## config.mk

```make
export PLATFORM = sky130hd
export DESIGN_NAME = sum_controller_flat
export DESIGN_NICKNAME = d
export VERILOG_FILES = /design/src/rtl/sum_controller_pkg.sv /design/src/rtl/sum_controller_if.sv /design/src/rtl/sum_controller_sample_addr_counter.sv /design/src/rtl/sum_controller.sv /design/src/flat_wrapper.sv
export SDC_FILE = /design/constraint.sdc
export NUM_CORES = 1
export LEC_CHECK = 0
export ABC_AREA = 1
export CORE_ASPECT_RATIO = 0.7
export CORE_MARGIN = 4
export CORE_UTILIZATION = 33
export DETAILED_ROUTE_END_ITERATION = 8
export HOLD_SLACK_MARGIN = 0.08
export PLACE_DENSITY_LB_ADDON = 0.12
export SETUP_SLACK_MARGIN = 0.4
export SLEW_MARGIN = 10
export SYNTH_ARGS = -nofsm -noshare
export SYNTH_HDL_FRONTEND = slang
export SYNTH_SLANG_ARGS = --single-unit
```

## constraint.sdc

```tcl
create_clock -name clk -period 3.1 [get_ports clk]
set_input_delay 0.465 -clock clk [delete_from_list [all_inputs] [get_ports clk]]
set_output_delay 0.465 -clock clk [all_outputs]
set_load 0.01 [all_outputs]
```

## src/rtl/sum_controller_pkg.sv

```systemverilog
// Shared constants and state encoding for the summation pass controller.
package sum_controller_pkg;
  localparam int ADDR_W    = 8;
  localparam int DEFAULT_N = 150;
  localparam int RD_LAT    = 1;

  typedef enum logic [2:0] {
    IDLE     = 3'd0,
    CLEAR    = 3'd1,
    READ     = 3'd2,
    DRAIN    = 3'd3,
    DIV      = 3'd4,
    WAIT_DIV = 3'd5,
    DONE     = 3'd6
  } state_t;
endpackage

```

## src/rtl/sum_controller_if.sv

```systemverilog
// Control/handshake bundle between the top-level controller, sample memories,
// accumulators and divider.
interface sum_controller_if #(
  parameter int ADDR_W = sum_controller_pkg::ADDR_W
);
  logic              start;
  logic              n_sel;
  logic [ADDR_W-1:0] n_samples;
  logic              div_done;
  logic              rd_en;
  logic [ADDR_W-1:0] rd_addr;
  logic              acc_clr;
  logic              acc_en;
  logic              div_start;
  logic              busy;
  logic              done;

  modport master (
    output start, n_sel, n_samples, div_done,
    input  rd_en, rd_addr, acc_clr, acc_en, div_start, busy, done
  );

  modport slave (
    input  start, n_sel, n_samples, div_done,
    output rd_en, rd_addr, acc_clr, acc_en, div_start, busy, done
  );
endinterface

```

## src/rtl/sum_controller_sample_addr_counter.sv

```systemverilog
// Sample-memory address counter with synchronous clear and a terminal-count
// flag at the programmed last address.
module sample_addr_counter #(
  parameter int W = 8
) (
  input  logic         clk,
  input  logic         reset,
  input  logic         clr,
  input  logic         en,
  input  logic [W-1:0] last,
  output logic [W-1:0] cnt,
  output logic         tc
);
  always_ff @(posedge clk or posedge reset) begin
    if (reset)    cnt <= '0;
    else if (clr) cnt <= '0;
    else if (en)  cnt <= cnt + W'(1);
  end

  assign tc = (cnt == last);
endmodule

```

## src/rtl/sum_controller.sv

```systemverilog
// Sequences one summation pass: clear accumulators, stream N samples, drain
// the read pipeline, kick the divider and report completion.
module sum_controller #(
  parameter int ADDR_W    = sum_controller_pkg::ADDR_W,
  parameter int DEFAULT_N = sum_controller_pkg::DEFAULT_N
) (
  input  logic            clk,
  input  logic            reset,
  sum_controller_if.slave bus
);
  import sum_controller_pkg::*;

  state_t            state, state_nxt;
  logic [ADDR_W-1:0] n_lat;
  logic [ADDR_W-1:0] cnt_last;
  logic [ADDR_W-1:0] cnt;
  logic              cnt_clr, cnt_en, cnt_tc;
  logic              rd_en;
  logic [RD_LAT-1:0] vld_pipe;

  always_ff @(posedge clk or posedge reset) begin
    if (reset) state <= IDLE;
    else       state <= state_nxt;
  end

  always_ff @(posedge clk or posedge reset) begin
    if (reset)
      n_lat <= '0;
    else if (state == IDLE && bus.start)
      n_lat <= bus.n_sel ? bus.n_samples : ADDR_W'(DEFAULT_N);
  end

  always_comb begin
    state_nxt = state;
    cnt_clr   = 1'b0;
    cnt_en    = 1'b0;
    case (state)
      IDLE:     if (bus.start) state_nxt = CLEAR;
      CLEAR: begin
        cnt_clr   = 1'b1;
        state_nxt = (n_lat != '0) ? READ : DONE;
      end
      READ: begin
        // Stop at N-1 so the held idle address is the last one issued.
        if (cnt_tc) state_nxt = DRAIN;
        else        cnt_en    = 1'b1;
      end
      DRAIN:    state_nxt = DIV;
      DIV:      state_nxt = WAIT_DIV;
      WAIT_DIV: if (bus.div_done) state_nxt = DONE;
      DONE:     state_nxt = IDLE;
      default:  state_nxt = IDLE;
    endcase
  end

  assign cnt_last = n_lat - ADDR_W'(1);

  sample_addr_counter #(.W(ADDR_W)) u_addr_cnt (
    .clk   (clk),
    .reset (reset),
    .clr   (cnt_clr),
    .en    (cnt_en),
    .last  (cnt_last),
    .cnt   (cnt),
    .tc    (cnt_tc)
  );

  assign rd_en = (state == READ);

  // acc_en tracks read data coming back RD_LAT cycles after rd_en.
  always_ff @(posedge clk or posedge reset) begin
    if (reset) vld_pipe <= '0;
    else begin
      vld_pipe[0] <= rd_en;
      for (int i = 1; i < RD_LAT; i++) vld_pipe[i] <= vld_pipe[i-1];
    end
  end

  assign bus.rd_en     = rd_en;
  assign bus.rd_addr   = cnt;
  assign bus.acc_clr   = (state == CLEAR);
  assign bus.acc_en    = vld_pipe[RD_LAT-1];
  assign bus.div_start = (state == DIV);
  assign bus.busy      = (state != IDLE);
  assign bus.done      = (state == DONE);
endmodule

```

## src/flat_wrapper.sv

```systemverilog
// flat-port wrapper written by rule: the top's interface ports become plain ports
module sum_controller_flat import sum_controller_pkg::*;
#(
  parameter int ADDR_W    = sum_controller_pkg::ADDR_W,
  parameter int DEFAULT_N = sum_controller_pkg::DEFAULT_N
)
  (clk, reset, bus_start, bus_n_sel, bus_n_samples, bus_div_done, bus_rd_en, bus_rd_addr, bus_acc_clr, bus_acc_en, bus_div_start, bus_busy, bus_done);
  sum_controller_if #(.ADDR_W(ADDR_W)) bus_i ();
  input  logic clk;
  input  logic reset;
  input wire logic [$bits(bus_i.start)-1:0] bus_start;
  input wire logic [$bits(bus_i.n_sel)-1:0] bus_n_sel;
  input wire logic [$bits(bus_i.n_samples)-1:0] bus_n_samples;
  input wire logic [$bits(bus_i.div_done)-1:0] bus_div_done;
  output wire logic [$bits(bus_i.rd_en)-1:0] bus_rd_en;
  output wire logic [$bits(bus_i.rd_addr)-1:0] bus_rd_addr;
  output wire logic [$bits(bus_i.acc_clr)-1:0] bus_acc_clr;
  output wire logic [$bits(bus_i.acc_en)-1:0] bus_acc_en;
  output wire logic [$bits(bus_i.div_start)-1:0] bus_div_start;
  output wire logic [$bits(bus_i.busy)-1:0] bus_busy;
  output wire logic [$bits(bus_i.done)-1:0] bus_done;
  assign bus_i.start = bus_start;
  assign bus_i.n_sel = bus_n_sel;
  assign bus_i.n_samples = bus_n_samples;
  assign bus_i.div_done = bus_div_done;
  assign bus_rd_en = bus_i.rd_en;
  assign bus_rd_addr = bus_i.rd_addr;
  assign bus_acc_clr = bus_i.acc_clr;
  assign bus_acc_en = bus_i.acc_en;
  assign bus_div_start = bus_i.div_start;
  assign bus_busy = bus_i.busy;
  assign bus_done = bus_i.done;
  sum_controller #(.ADDR_W(ADDR_W), .DEFAULT_N(DEFAULT_N)) u_core (.clk(clk), .reset(reset), .bus(bus_i));
endmodule
```

## Word level (Yosys, flattened, before mapping)

Index checks and enable logic that the tools add are counted.

| operators by class | value |
|---|---|
| add/sub/neg operators | 2 |
| multiply operators | 0 |
| divide/modulo/power cells | 0 |
| order comparisons | 0 |
| equality and inequality tests | 10 |
| shift-type cells | 0 |
| mux-type cells | 11 |
| bitwise gates (word level) | 0 |
| reduce and logical (&&, ||, !) cells | 6 |

Operator list:

| kind | count |
|---|---|
| 2-to-1 mux 8 bit | 3 |
| case mux 3 bit (6 select lines) | 1 |
| 2-to-1 mux 3 bit | 4 |
| equality test 3 bit, second input constant | 3 |
| adder 8 x 1 -> 8 bit, second input constant | 1 |
| equality test 8 bit | 1 |
| nonzero test 8 bit | 1 |
| subtractor 8 x 1 -> 8 bit, second input constant | 1 |
| equality test 3 x 2 -> 1 bit, second input constant | 2 |
| inequality test 2 bit, second input constant | 2 |
| equality test 3 x 1 -> 1 bit, second input constant | 1 |
| zero test 3 bit | 1 |
| 2-to-1 mux 1 bit | 3 |
| AND reduction 3 bit | 1 |
| nonzero test 3 bit | 1 |
| inequality test 2 x 1 -> 1 bit, second input constant | 1 |
| nonzero test 2 bit | 1 |
| logical AND 1 bit | 1 |

| storage, ports and cells | value |
|---|---|
| bits in registers | 20 |
| bits in latches | 0 |
| bits in writable memories | 0 |
| ROM bits | 0 |
| input port bits | 13 |
| output and inout port bits | 14 |
| word-level logic and storage cells | 33 |
| memories | 0 |

## Depth between registers and ports, before layout

Gate-level depths: netlist of run 1.

| depth | value |
|---|---|
| depth after elaboration | 6 |
| depth in mapped cells | 14 |

## Cells and area by module

A second synthesis of run 1 with hierarchy kept.

| unflattened totals | value |
|---|---|
| cells, all modules | 171 |
| area, all modules | 1315.0 µm² |

By module, submodules not included:

| module | times used | cells an instance | area an instance (µm²) | seq. area each (µm²) |
|---|---|---|---|---|
| sum_controller | 1 | 93 | 754.5 | 300.3 |
| sample_addr_counter | 1 | 78 | 560.5 | 200.2 |

## Least setup slack after synthesis of run 1

No wires, ideal clock.

| timing | value |
|---|---|
| path type | register to register |
| start | register u_core.n_lat[0] |
| end | register u_core.u_addr_cnt.cnt[4] |
| library setup time | 66 ps |
| arrival | 1579 ps |
| data required time | 3034 ps |
| slack | 1455 ps |
| cell stages (with the launch flop) | 14 |
| buffers on the path | 0 |
| path through | dfrtp_1 -> inv_2 -> ha_1 -> nand2_1 -> inv_1 -> nor2_1 -> nand2_1 -> nor2_1 -> nand3_2 -> nor2_4 -> nand2_4 -> nand2_8 -> nand3_1 -> nand2_1 |

| on the way | value |
|---|---|
| cells in the longest elaborated chain, start to end | 5 |

Ends and longest elaborated chain:

| item | RTL line | RTL |
|---|---|---|
| start: declaration | sum_controller.sv:14 | `logic [ADDR_W-1:0] n_lat;` |
| start signal: assignment | sum_controller.sv:30 | `n_lat <= bus.n_sel ? bus.n_samples : ADDR_W'(DEFAULT_N);` |
| subtractor 8 x 1 -> 8 bit | sum_controller.sv:56 | `assign cnt_last = n_lat - ADDR_W'(1);` |
| equality test 8 bit | sum_controller_sample_addr_counter.sv:20 | `assign tc = (cnt == last);` |
| 2-to-1 mux 1 bit | sum_controller.sv:45 | `if (cnt_tc) state_nxt = DRAIN;` |
| 2-to-1 mux 1 bit | sum_controller.sv:37 | `case (state)` |
| nonzero test 2 bit (no line) | - |  |
| end signal: assignment | sum_controller_sample_addr_counter.sv:17 | `else if (en) cnt <= cnt + W'(1);` |
| end: declaration | sum_controller_sample_addr_counter.sv:11 | `output logic [W-1:0] cnt,` |

Every way passes these cells.
A chain may end at the register's enable or synchronous reset.

## Worst setup path after layout of run 1

| timing | value |
|---|---|
| start | register u_core.state[2] |
| end | output bus_rd_en |

| on the way | value |
|---|---|
| cells in the longest elaborated chain, start to end | 1 |

Ends and longest elaborated chain:

| item | RTL line | RTL |
|---|---|---|
| start: declaration | sum_controller.sv:13 | `state_t state, state_nxt;` |
| start signal: assignment | sum_controller.sv:23 | `else state <= state_nxt;` |
| equality test 3 x 2 -> 1 bit | sum_controller.sv:68 | `assign rd_en = (state == READ);` |
| end: declaration | flat_wrapper.sv:15 | `output wire logic [$bits(bus_i.rd_en)-1:0] bus_rd_en;` |

Every way passes these cells.

==> results by group, run 1 <==
STA
  – Slew of the pin with the lowest slew margin: just over 0.8 ns
  – Fin Clk Skew: around 0.0036 ns
  – Final slew viol count: 0
  – Setup TNS: 0 ns
  – Minimum clock period: between 2 and 2.5 ns
  – FMAX: 0.458 GHz
  – Relative slew slack: about 46%
  – RSZ-0062 raised after global routing: no
  – Final Hold Viols: 0
  – # setup viols final: 0
  – Tcrit/Tclk final: a little over two thirds

Clock tree
  – Clock transition at the registers of the reported paths: 0.07 ns
  – Htree depth: 1
  – Setup bufs post-CTS: 0
  – Clock buffers created by TritonCTS: 3
  – CTS Sinks: 20
  – Clk buf depth: 2
  – Hold_buf cts: 0
  – Root Buffer: clkbuf_8
  – Post-cts repair resize count: 0
  – CTS tree: built
  – Clock Latency Late Sink: around 0.26 ns

GRT
  – Gr ovfl total: 0
  – Largest net degree at the start of global routing: 21
  – First-pass GRT wire length: about 5.3 mm
  – Vias in the first global route: roughly 1100
  – Initial antenna violation count: 0
  – GRT Total Usage: 12.6%

Critical path
  – Critical Path Fanout Max: 12
  – WS Path Type: flip-flop to primary output
  – Max stage delay on crit path: 0.56 ns
  – Crit-path cells: nor3_2 > buf_4 > clkdlybuf4s50_1
  – Reg2reg start: u_core.n_lat[0]$_DFFE_PP0P_
  – Worst r2r path cells: 13
  – R2R Setup Slk: between 1 and 1.5 ns
  – Setup crit end kind: primary output
  – Worst Setup SP: u_core.state[2]$_DFFE_PP0P_
  – FF-to-FF End: u_core.u_addr_cnt.cnt[4]$_DFFE_PP0P_
  – Slowest CP cell: clkdlybuf4s50_1
  – Startpoint types: flip-flop
  – CP Data Arrival Time: between 1.5 and 2 ns
  – CP required: between 2 and 3 ns

Placed design
  – DP Wirelength: between 2 and 2.5 mm
  – Placer Congestion: 0.836
  – Post-Place Cell Area: approximately 0.0017 mm²
  – Inst Count DP: approximately 270
  – # port buffers: 26

Synth
  – Synth cell types: 23
  – Top cells by area, synth: dfrtp_1, nand2_1, inv_1
  – Warnings from Yosys: 0
  – #FFs+latches synth: 20
  – Synthesized net count: 216
  – Average size of a mapped cell: slightly below 7 µm²
  – Post-synth EDFFs: 0
  – Ys async rst share: 100%
  – Post-synthesis sequential area ratio: between 30% and 40%
  – Cell Area, Synth: roughly 0.0014 mm²
  – Gate Count Post-Synth: 200
  – Top cell type's share of synthesized area: a little over a third
  – Leading area contributor after synthesis: dfrtp_1
  – Top FF cell, synth: dfrtp_1

Die
  – Cell Rows: 19
  – Die width: roughly 85 µm
  – Core area: between 0.003 and 0.004 mm²
  – Die area: about 0.0053 mm²
  – # IOs: 27
  – Initial Utilization: between 30% and 40%
  – Die H: roughly 62 µm

Min path
  – Min-Delay Path Class: flip-flop to flip-flop
  – Hold Path End: u_core.n_lat[1]$_DFFE_PP0P_
  – Hold Path Depth: 2
  – Hold Path Origin: u_core.n_lat[1]$_DFFE_PP0P_

Routing
  – DR pass1 iterations: 4
  – DR vias: roughly 1200
  – Drt initial violations: 48
  – WL/cell: between 10 and 15 µm
  – DRC violations left: 0
  – DR vias/cell: 4.45
  – WL final: 3.12 mm
  – ANT nets after route: 0

Finish
  – Most frequent cells in the layout: nand2_1, clkdlybuf4s50_1, inv_1
  – Final Net Count: approximately 240
  – Multi-input gate area: around 730 µm²
  – Fillers: 402
  – Layout cell share with drive strength beyond 1: under 10%
  – Post-route cell area: ~0.0017 mm²
  – Reg area: 500 µm²
  – Layout overhead on the synthesized area: 25.5%
  – Final Non-Filler Cells: between 200 and 300
  – Diode count: 0
  – Fin util: between 40% and 50%
  – Most common cell after layout, fill and taps aside: nand2_1

Pwr
  – Power, Total: roughly 0.0013 W
  – Worst vdd ir: 0.000490 V
  – Leak pwr: about 0.86 nW
  – Pwr per Cell Area: roughly 750 mW/mm²

Run status
  – Outcome: complete, no violations

Run
  – Maxcap violations: 0
layer usage:
metal | part of all wire (%) | vias up | GRT usage [%]
met1 | 55 | 541 | 18.2
met2 | 41 | 15 | 19.4
met5 | 0 | - | 0
met4 | 0.58 | 0 | 2.71
met3 | 2.9 | 2 | 2.77
li1 | - | 675 | -
metrics by stage:
stage	hold slack (ns)	setup slack (ns)
6_report	0.588	0.915
5_1_grt	0.615	0.837
4_1_cts	0.598	0.907
3_5_place_dp	0.580	1.21
3_3_place_gp	0.578	1.20
2_1_floorplan	0.429	1.46
synth_stat cells (2+ instances only):
cell	number
inv_2	5
nor2_2	4
nor2_1	23
a21oi_1	7
nand3_1	17
o21ai_0	4
ha_1	3
xor2_1	6
nand2_1	61
nand4_1	9
xnor2_1	2
buf_2	5
dfrtp_1	20
inv_1	25
state kept, by name, indices dropped and copies added, names as in the netlist:
name and cells:
u_core.bus.acc_en 1, u_core.state 3, u_core.n_lat 8, u_core.u_addr_cnt.cnt 8
critical path, delay by kind of cell (launching register included):
| kind | cells | cell delay [ns] |
|---|---|---|
| simple gates | 1 | 0.20 |
| buf+inv | 2 | 0.79 |
| flops | 1 | 0.47 |
cell families after synthesis:
kind of cell	share of synthesized area [%]
simple gates	40.5
fa+ha+maj	2.74
xor+xnor	5.11
compound gates	5.02
buf+inv	10.0
flops	36.5
worst max path at each step:
stage	to	slack, ns	cells past startpoint
after floorplan	u_core.u_addr_cnt.cnt[4]$_DFFE_PP0P_	1.46	13
after global placement	bus_rd_en	1.20	4
after detailed placement	bus_rd_en	1.21	3
after CTS	bus_rd_en	0.91	3
after global routing	bus_rd_en	0.84	3
final	bus_rd_en	0.91	3
layout make-up:
type	count	area share, %
multi-input combinational	145	42.6
sequential	20	29.1
clock buffer	3	2.40
inverter	30	6.55
tap	52	3.78
timing repair buffer	27	15.6
power breakdown:
group,leakage (nW),total [W],switching (W),internal [W]
clock network,0.0216,0.000171,0.0000847,0.0000865
registers,0.252,0.000455,0.000109,0.000346
logic,0.590,0.000668,0.000393,0.000275
total,0.863,0.00129,0.000587,0.000708
No activity file was read; power rests on OpenSTA's default activity.
==> inputs of run 2 (changes only) <==
- clock period: 3.1 -> 2 ns (I/O delays scaled with it)
==> run 2 against run 1 <==
Clock power rose by 87%; power grew 76%; non-clock buffer count rose by 12; wire length increased by 13%; design area grew 9.5%; final cell count up 5.4%; critical endpoint is now u_core.u_addr_cnt.cnt[1]$_DFFE_PP0P_; highest routed layer unchanged.
==> results by group, run 2 (synthesis results as in run 1) <==
Die
  – # IOs: 27 (unchanged)
  – Die H: 61.9 µm (unchanged)
  – Initial Utilization: 34.5% (unchanged)
  – Die area: 0.00526 mm² (unchanged)
  – Core area: 0.00397 mm² (unchanged)
  – Die width: 85.0 µm (unchanged)
  – Cell Rows: 19 (unchanged)

Pwr
  – Switch Pwr: 0.00103 W (+75%)
  – Reg power frac: 30.7% (-4.5 points)
  – Pwr per Cell Area: 1210 mW/mm² (+61%)
  – Clock share of power: 14.0% (+0.8 points)
  – Worst vdd ir: 0.000790 V (+61%)
  – Gate power share: 55.4% (+3.8 points)
  – Internal: 0.00125 W (+77%)
  – Leak pwr: 0.935 nW (+8.3%)
  – Switching share of total power: 45.1% (-0.25 points)

Clock tree
  – CTS Sinks: 20 (unchanged)
  – Htree depth: 1 (unchanged)
  – Clk buf depth: 2 (unchanged)
  – Clock transition at the registers of the reported paths: 0.08 ns (about the same)
  – Clock Latency Late Sink: 0.26 ns (about the same)
  – Clock buffers created by TritonCTS: 3 (unchanged)
  – CTS tree: built
  – Root Buffer: clkbuf_8

STA
  – Final Hold Viols: 0 (unchanged)
  – Setup TNS: 0 ns (unchanged)
  – Tcrit/Tclk final: roughly 90%
  – Hold Slack: 0.364 ns (-0.224 ns)
  – Fin Clk Skew: 0.00120 ns (-0.00239 ns)
  – Worst Slack Setup Final: 0.214 ns (-0.701 ns)
  – Slew of the pin with the lowest slew margin: 0.452 ns (-0.355 ns)
  – Relative slew slack: 69.8% (+24 points)
  – Final slew viol count: 0 (unchanged)
  – FMAX: around 0.56 GHz
  – # setup viols final: 0 (unchanged)
  – RSZ-0062 raised after global routing: yes
  – Minimum clock period: roughly 1.8 ns

GRT
  – Gr ovfl total: 0 (unchanged)
  – GRT Total Usage: 14.2% (+1.6 points)
  – Largest net degree at the start of global routing: 21 (unchanged)
  – Initial antenna violation count: 0 (unchanged)
  – Vias in the first global route: 1225 (+8.4%)
  – First-pass GRT wire length: 5.82 mm (+11%)

Finish
  – Diode count: 0 (unchanged)
  – Multi-input gate area: 791 µm² (+8.0%)
  – Reg area: 512 µm² (+2.3%)
  – Most common cell after layout, fill and taps aside: nand2_1
  – Largest registers: u_core.n_lat: 8 flops, u_core.u_addr_cnt.cnt: 8 flops, u_core.state: 3 flops
  – Most frequent cells in the layout: nand2_1, inv_1, nor2_1, clkdlybuf4s50_1, nand3_1
  – Layout cell share with drive strength beyond 1: 21.7% (+13 points)
  – Layout overhead on the synthesized area: 37.4%
  – Fillers: 408 (+1.5%)
  – Post-route cell area: 0.00188 mm² (+9.5%)
  – Final Non-Filler Cells: 292 (+5.4%)
  – Final Net Count: 257 (+5.8%)

Critical path
  – R2R Setup Slk: 0.21 ns (-1.00 ns)
  – Worst path most repeated cell: nand2_1
  – Slowest CP cell: dfrtp_1
  – Setup crit end kind: flip-flop
  – Family with the most delay on the worst path: simple AND/OR/NAND/NOR gates
  – CP Buf/Inv Count: 2 (unchanged)
  – Crit-path cells: inv_2 > ha_4 > nand2_1 > inv_1 > nor2_1 > nand2_1 > nor2_1 > nand3_2 > nor2_4 > nand2_4 > nand2_4 > nand3_1 > nand2_1
  – CP required: 2.20 ns (-0.43 ns)
  – Max stage delay on crit path: 0.40 ns (-0.16 ns)
  – Startpoint types: flip-flop
  – CP Data Arrival Time: 1.99 ns (+0.27 ns)
  – Critical Path Fanout Max: 6 (-6)
  – WS Path Type: flip-flop to flip-flop

Placed design
  – Placer Congestion: 0.773 (-7.6%)
  – Post-Place Worst Slack: 0.245 ns (-0.962 ns)
  – DP Wirelength: 2.51 mm (+4.4%)
  – # port buffers: 26 (unchanged)
  – Inst Count DP: 276 (+0.73%)
  – Post-Place Cell Area: 0.00169 mm² (+0.89%)

Run
  – Maxcap violations: 0 (unchanged)

Routing
  – Drt initial violations: 62 (+29%)
  – DRC violations left: 0 (unchanged)
  – WL/cell: 12.1 µm (+7.6%)
  – DR vias: 1355 (+9.9%)
  – DR vias/cell: 4.64 (+4.2%)
  – ANT nets after route: 0 (unchanged)
  – DR pass1 iterations: 4 (unchanged)
  – WL final: 3.54 mm (+13%)

Min path
  – Min-Delay Path Class: input pin to asynchronous set/reset pin

Run status
  – Outcome: complete, no violations
## run 2: stage by stage
| step | power (W) | util, % |
|---|---|---|
| finish | 0.00228 | 47.4 |
| global placement | 0.00177 | 42.6 |
| detailed placement | 0.00177 | 42.6 |
| floorplan | 0.00140 | - |
| CTS | 0.00219 | 45.7 |
| global route | 0.00249 | 47.4 |
## run 2: metal layers
layer  vias to the layer above  routed length, µm  GRT usage (%)
met5                         -                  0              0
met4                         0                 18           2.71
met3                         2                218           3.43
met2                        29               1510           21.6
met1                       612               1790           20.7
li1                        712                  -              -
## run 2: worst reg2reg max path, delay by kind of cell, from the launching register on
family        cells  cell delay (ns)
buf+inv           2             0.15
simple gates     10             0.95
fa+ha+maj         1             0.22
flops             1             0.40
## run 2: layout make-up
class | instances | share of cell area (%)
Clock buffer | 4 | 2.92
Inverter | 30 | 5.98
Multi-Input combinational cell | 147 | 42.0
Sequential cell | 20 | 27.2
Tap cell | 52 | 3.46
Timing Repair Buffer | 39 | 18.5
## run 2: timing repair
item                                    CTS  global route
endpoints found under the setup margin   19            20
buffers inserted                          7             3
hold buffers                              0             0
cloned                                    1             1
gates resized for setup                  14            14
pin swaps                                 1             9
## run 2: power groups by stage
stage                     clock network, W  registers, W  logic [W]
final                             0.000319      0.000700    0.00126
after detailed placement                 0      0.000715    0.00106
after global routing              0.000341      0.000722    0.00143
after floorplan                          0      0.000665   0.000738
after global placement                   0      0.000716    0.00106
after CTS                         0.000328      0.000691    0.00118
## run 2: final timing paths
path | from | end | cells past startpoint
max in group asynchronous | reset | u_core.u_addr_cnt.cnt[5]$_DFFE_PP0P_ | 3
min in group clk | u_core.u_addr_cnt.cnt[6]$_DFFE_PP0P_ | u_core.u_addr_cnt.cnt[6]$_DFFE_PP0P_ | 2
hold reg to reg | u_core.u_addr_cnt.cnt[6]$_DFFE_PP0P_ | u_core.u_addr_cnt.cnt[6]$_DFFE_PP0P_ | 2
hold / removal | reset | u_core.n_lat[7]$_DFFE_PP0P_ | 3
setup / recovery | u_core.n_lat[0]$_DFFE_PP0P_ | u_core.u_addr_cnt.cnt[1]$_DFFE_PP0P_ | 13
setup reg to reg | u_core.n_lat[0]$_DFFE_PP0P_ | u_core.u_addr_cnt.cnt[1]$_DFFE_PP0P_ | 13
==> inputs of run 3 (changes only) <==
- CORE_ASPECT_RATIO: 0.7 -> 0.6
- clock period: 2 -> 2.1 ns (I/O delays scaled with it)
==> run 3 against run 2 <==
Largest power group unchanged; highest routed layer unchanged; maximum frequency decreased by 1.6%; critical path type unchanged; non-clock buffer count down 1; sequential power down 3.0%; global-route usage up 0.66 points.
==> results by group, run 3 (synthesis results as in run 1) <==
Finish
  – Final Net Count: 256 (-0.39%)
  – Layout cell share with drive strength beyond 1: 20.6% (-1.1 points)
  – Most frequent cells in the layout: nand2_1, inv_1, clkdlybuf4s50_1
  – Fillers: 395 (-3.2%)
  – Largest registers: u_core.n_lat: 8 flops, u_core.u_addr_cnt.cnt: 8 flops, u_core.state: 3 flops
  – Most common cell after layout, fill and taps aside: nand2_1
  – Diode count: 0 (unchanged)
  – Layout overhead on the synthesized area: 36.8%

Pwr
  – Pwr per Cell Area: 1160 mW/mm² (-4.2%)
  – Internal: 0.00117 W (-6.7%)
  – Worst vdd ir: 0.000538 V (-32%)
  – Switch Pwr: 0.00101 W (-2.2%)
  – Switching share of total power: 46.2% (+1.2 points)
  – Leak pwr: 0.952 nW (+1.8%)
  – Gate power share: 56.7% (+1.3 points)
  – Clock share of power: 12.1% (-1.9 points)
  – Reg power frac: 31.2% (+0.5 points)
  – Power, Total: 0.00218 W (-4.7%)

Routing
  – DR vias/cell: 4.80 (+3.4%)
  – Drt initial violations: 113 (+82%)
  – ANT nets after route: 0 (unchanged)
  – DR vias: 1367 (+0.89%)
  – DRC violations left: 0 (unchanged)
  – WL/cell: 13.2 µm (+8.6%)
  – WL final: 3.75 mm (+6.0%)
  – DR pass1 iterations: 4 (unchanged)

Critical path
  – Reg2reg start: u_core.n_lat[0]$_DFFE_PP0P_
  – R2R Setup Slk: 0.28 ns (+0.07 ns)
  – CP required: 2.30 ns (+0.10 ns)
  – WS Path Type: flip-flop to flip-flop
  – Critical Path Fanout Max: 6 (unchanged)
  – Worst Setup SP: u_core.n_lat[0]$_DFFE_PP0P_
  – FF-to-FF End: u_core.u_addr_cnt.cnt[4]$_DFFE_PP0P_
  – CP Data Arrival Time: 2.02 ns (+0.03 ns)
  – Worst r2r path cells: 13 (unchanged)
  – Setup crit end kind: flip-flop
  – Startpoint types: flip-flop

STA
  – Relative slew slack: 65.4% (-4.4 points)
  – Final Hold Viols: 0 (unchanged)
  – Minimum clock period: 1.82 ns (+0.0292 ns)
  – Setup TNS: 0 ns (unchanged)
  – Slew of the pin with the lowest slew margin: 0.518 ns (+0.0660 ns)
  – RSZ-0062 raised after global routing: yes
  – FMAX: 0.551 GHz (-1.6%)
  – Tcrit/Tclk final: 86.4% (-2.9 points)
  – Hold Slack: 0.382 ns (+0.0177 ns)
  – # setup viols final: 0 (unchanged)
  – Final slew viol count: 0 (unchanged)
  – Fin Clk Skew: 0.00191 ns (+0.000708 ns)

Placed design
  – Placer Congestion: 0.826 (+6.9%)
  – DP Wirelength: 2.76 mm (+9.6%)
  – # port buffers: 26 (unchanged)

GRT
  – Vias in the first global route: 1197 (-2.3%)
  – Largest net degree at the start of global routing: 21 (unchanged)
  – Initial antenna violation count: 0 (unchanged)
  – First-pass GRT wire length: 6.18 mm (+6.2%)
  – Gr ovfl total: 0 (unchanged)
  – GRT Total Usage: 14.8% (+0.66 points)

Die
  – Core area: 0.00383 mm² (-3.6%)
  – Die H: 57.9 µm (-6.5%)
  – Die area: 0.00528 mm² (+0.33%)
  – Initial Utilization: 35.8% (+1.3 points)
  – Die width: 91.2 µm (+7.3%)
  – Cell Rows: 17 (-2)
  – # IOs: 27 (unchanged)

Clock tree
  – Root Buffer: clkbuf_8
  – Clock buffers created by TritonCTS: 3 (unchanged)
  – Htree depth: 1 (unchanged)
  – CTS tree: built
  – Clock transition at the registers of the reported paths: 0.08 ns (about the same)
  – CTS Sinks: 20 (unchanged)
  – Hold_buf cts: 0 (unchanged)
  – Clk buf depth: 2 (unchanged)
  – Clock Latency Late Sink: 0.26 ns (about the same)

Run status
  – Outcome: complete, no violations

Min path
  – Min-Delay Path Class: input pin to asynchronous set/reset pin

Run
  – Maxcap violations: 0 (unchanged)
-- run 3: changes by cell type in the layout (fill, tap and decap cells not counted), moves of 2 or more --
cell | before | now
nand3_2 | 2 | 4
dfrtp_2 | 9 | 3
nand3_1 | 16 | 14
nor2_1 | 21 | 19
dfrtp_1 | 11 | 17
nor2_2 | 6 | 8
-- run 3: layout make-up --
type	count	area, µm²	area share [%]
clock buffer	3	41.3	2.20
inverter	30	113	6.01
multi-input combinational	147	806	43.0
sequential	20	504	26.9
tap	47	58.8	3.14
timing repair buffer	38	352	18.8
-- run 3: worst max path at each step --
stage                                                end  cells after the start
floorplan           u_core.u_addr_cnt.cnt[4]$_DFFE_PP0P_                     13
global placement    u_core.u_addr_cnt.cnt[0]$_DFFE_PP0P_                     13
detailed placement  u_core.u_addr_cnt.cnt[0]$_DFFE_PP0P_                     13
CTS                 u_core.u_addr_cnt.cnt[0]$_DFFE_PP0P_                     13
global route        u_core.u_addr_cnt.cnt[1]$_DFFE_PP0P_                     13
finish              u_core.u_addr_cnt.cnt[4]$_DFFE_PP0P_                     13
-- run 3: power groups by stage --
stage / combinational (W) / clock [W] / sequential [W]
floorplan: 0.000703 / 0 / 0.000633
global route: 0.00139 / 0.000287 / 0.000699
global placement: 0.00102 / 0 / 0.000685
finish: 0.00123 / 0.000262 / 0.000679
detailed placement: 0.00101 / 0 / 0.000683
CTS: 0.00109 / 0.000268 / 0.000682
-- run 3: what timing repair did --
action,in CTS,in global routing
setup endpoints to repair,16,14
cloned,2,0
pin swaps,6,3
gates resized for setup,12,11
setup buffers,2,7
-- run 3: layer usage --
layer / vias up / wire length [µm] / part of all wire (%) / track usage (%)
li1: 706 / - / - / -
met2: 34 / 1350 / 36 / 18.6
met1: 623 / 2140 / 57 / 24.8
met3: 4 / 228 / 6.1 / 3.89
met5: - / 0 / 0 / 0
met4: 0 / 26 / 0.69 / 1.29
-- run 3: critical path, stage by stage (launching register included) --
cell and delay (ns):
dfrtp_1 0.39, inv_2 0.13, ha_4 0.22, nand2_2 0.06, inv_2 0.03, nor2_2 0.08
nand2_1 0.08, nor2_2 0.10, nand3_2 0.09, nor2_4 0.17, nand2_4 0.13, nand2_4 0.12
nand3_1 0.07, nand2_1 0.08
-- run 3: metrics by stage --
| step | std cells | instance area [µm²] | util [%] | setup slack [ns] |
|---|---|---|---|---|
| 2_1_floorplan | 200 | 1370 | - | 0.455 |
| 3_3_place_gp | 271 | 1690 | 44.1 | 0.210 |
| 3_5_place_dp | 271 | 1690 | 44.1 | 0.219 |
| 4_1_cts | 278 | 1780 | 46.6 | 0.304 |
| 5_1_grt | 285 | 1870 | 49.0 | 0.153 |
| 6_report | 285 | 1870 | 49.0 | 0.285 |
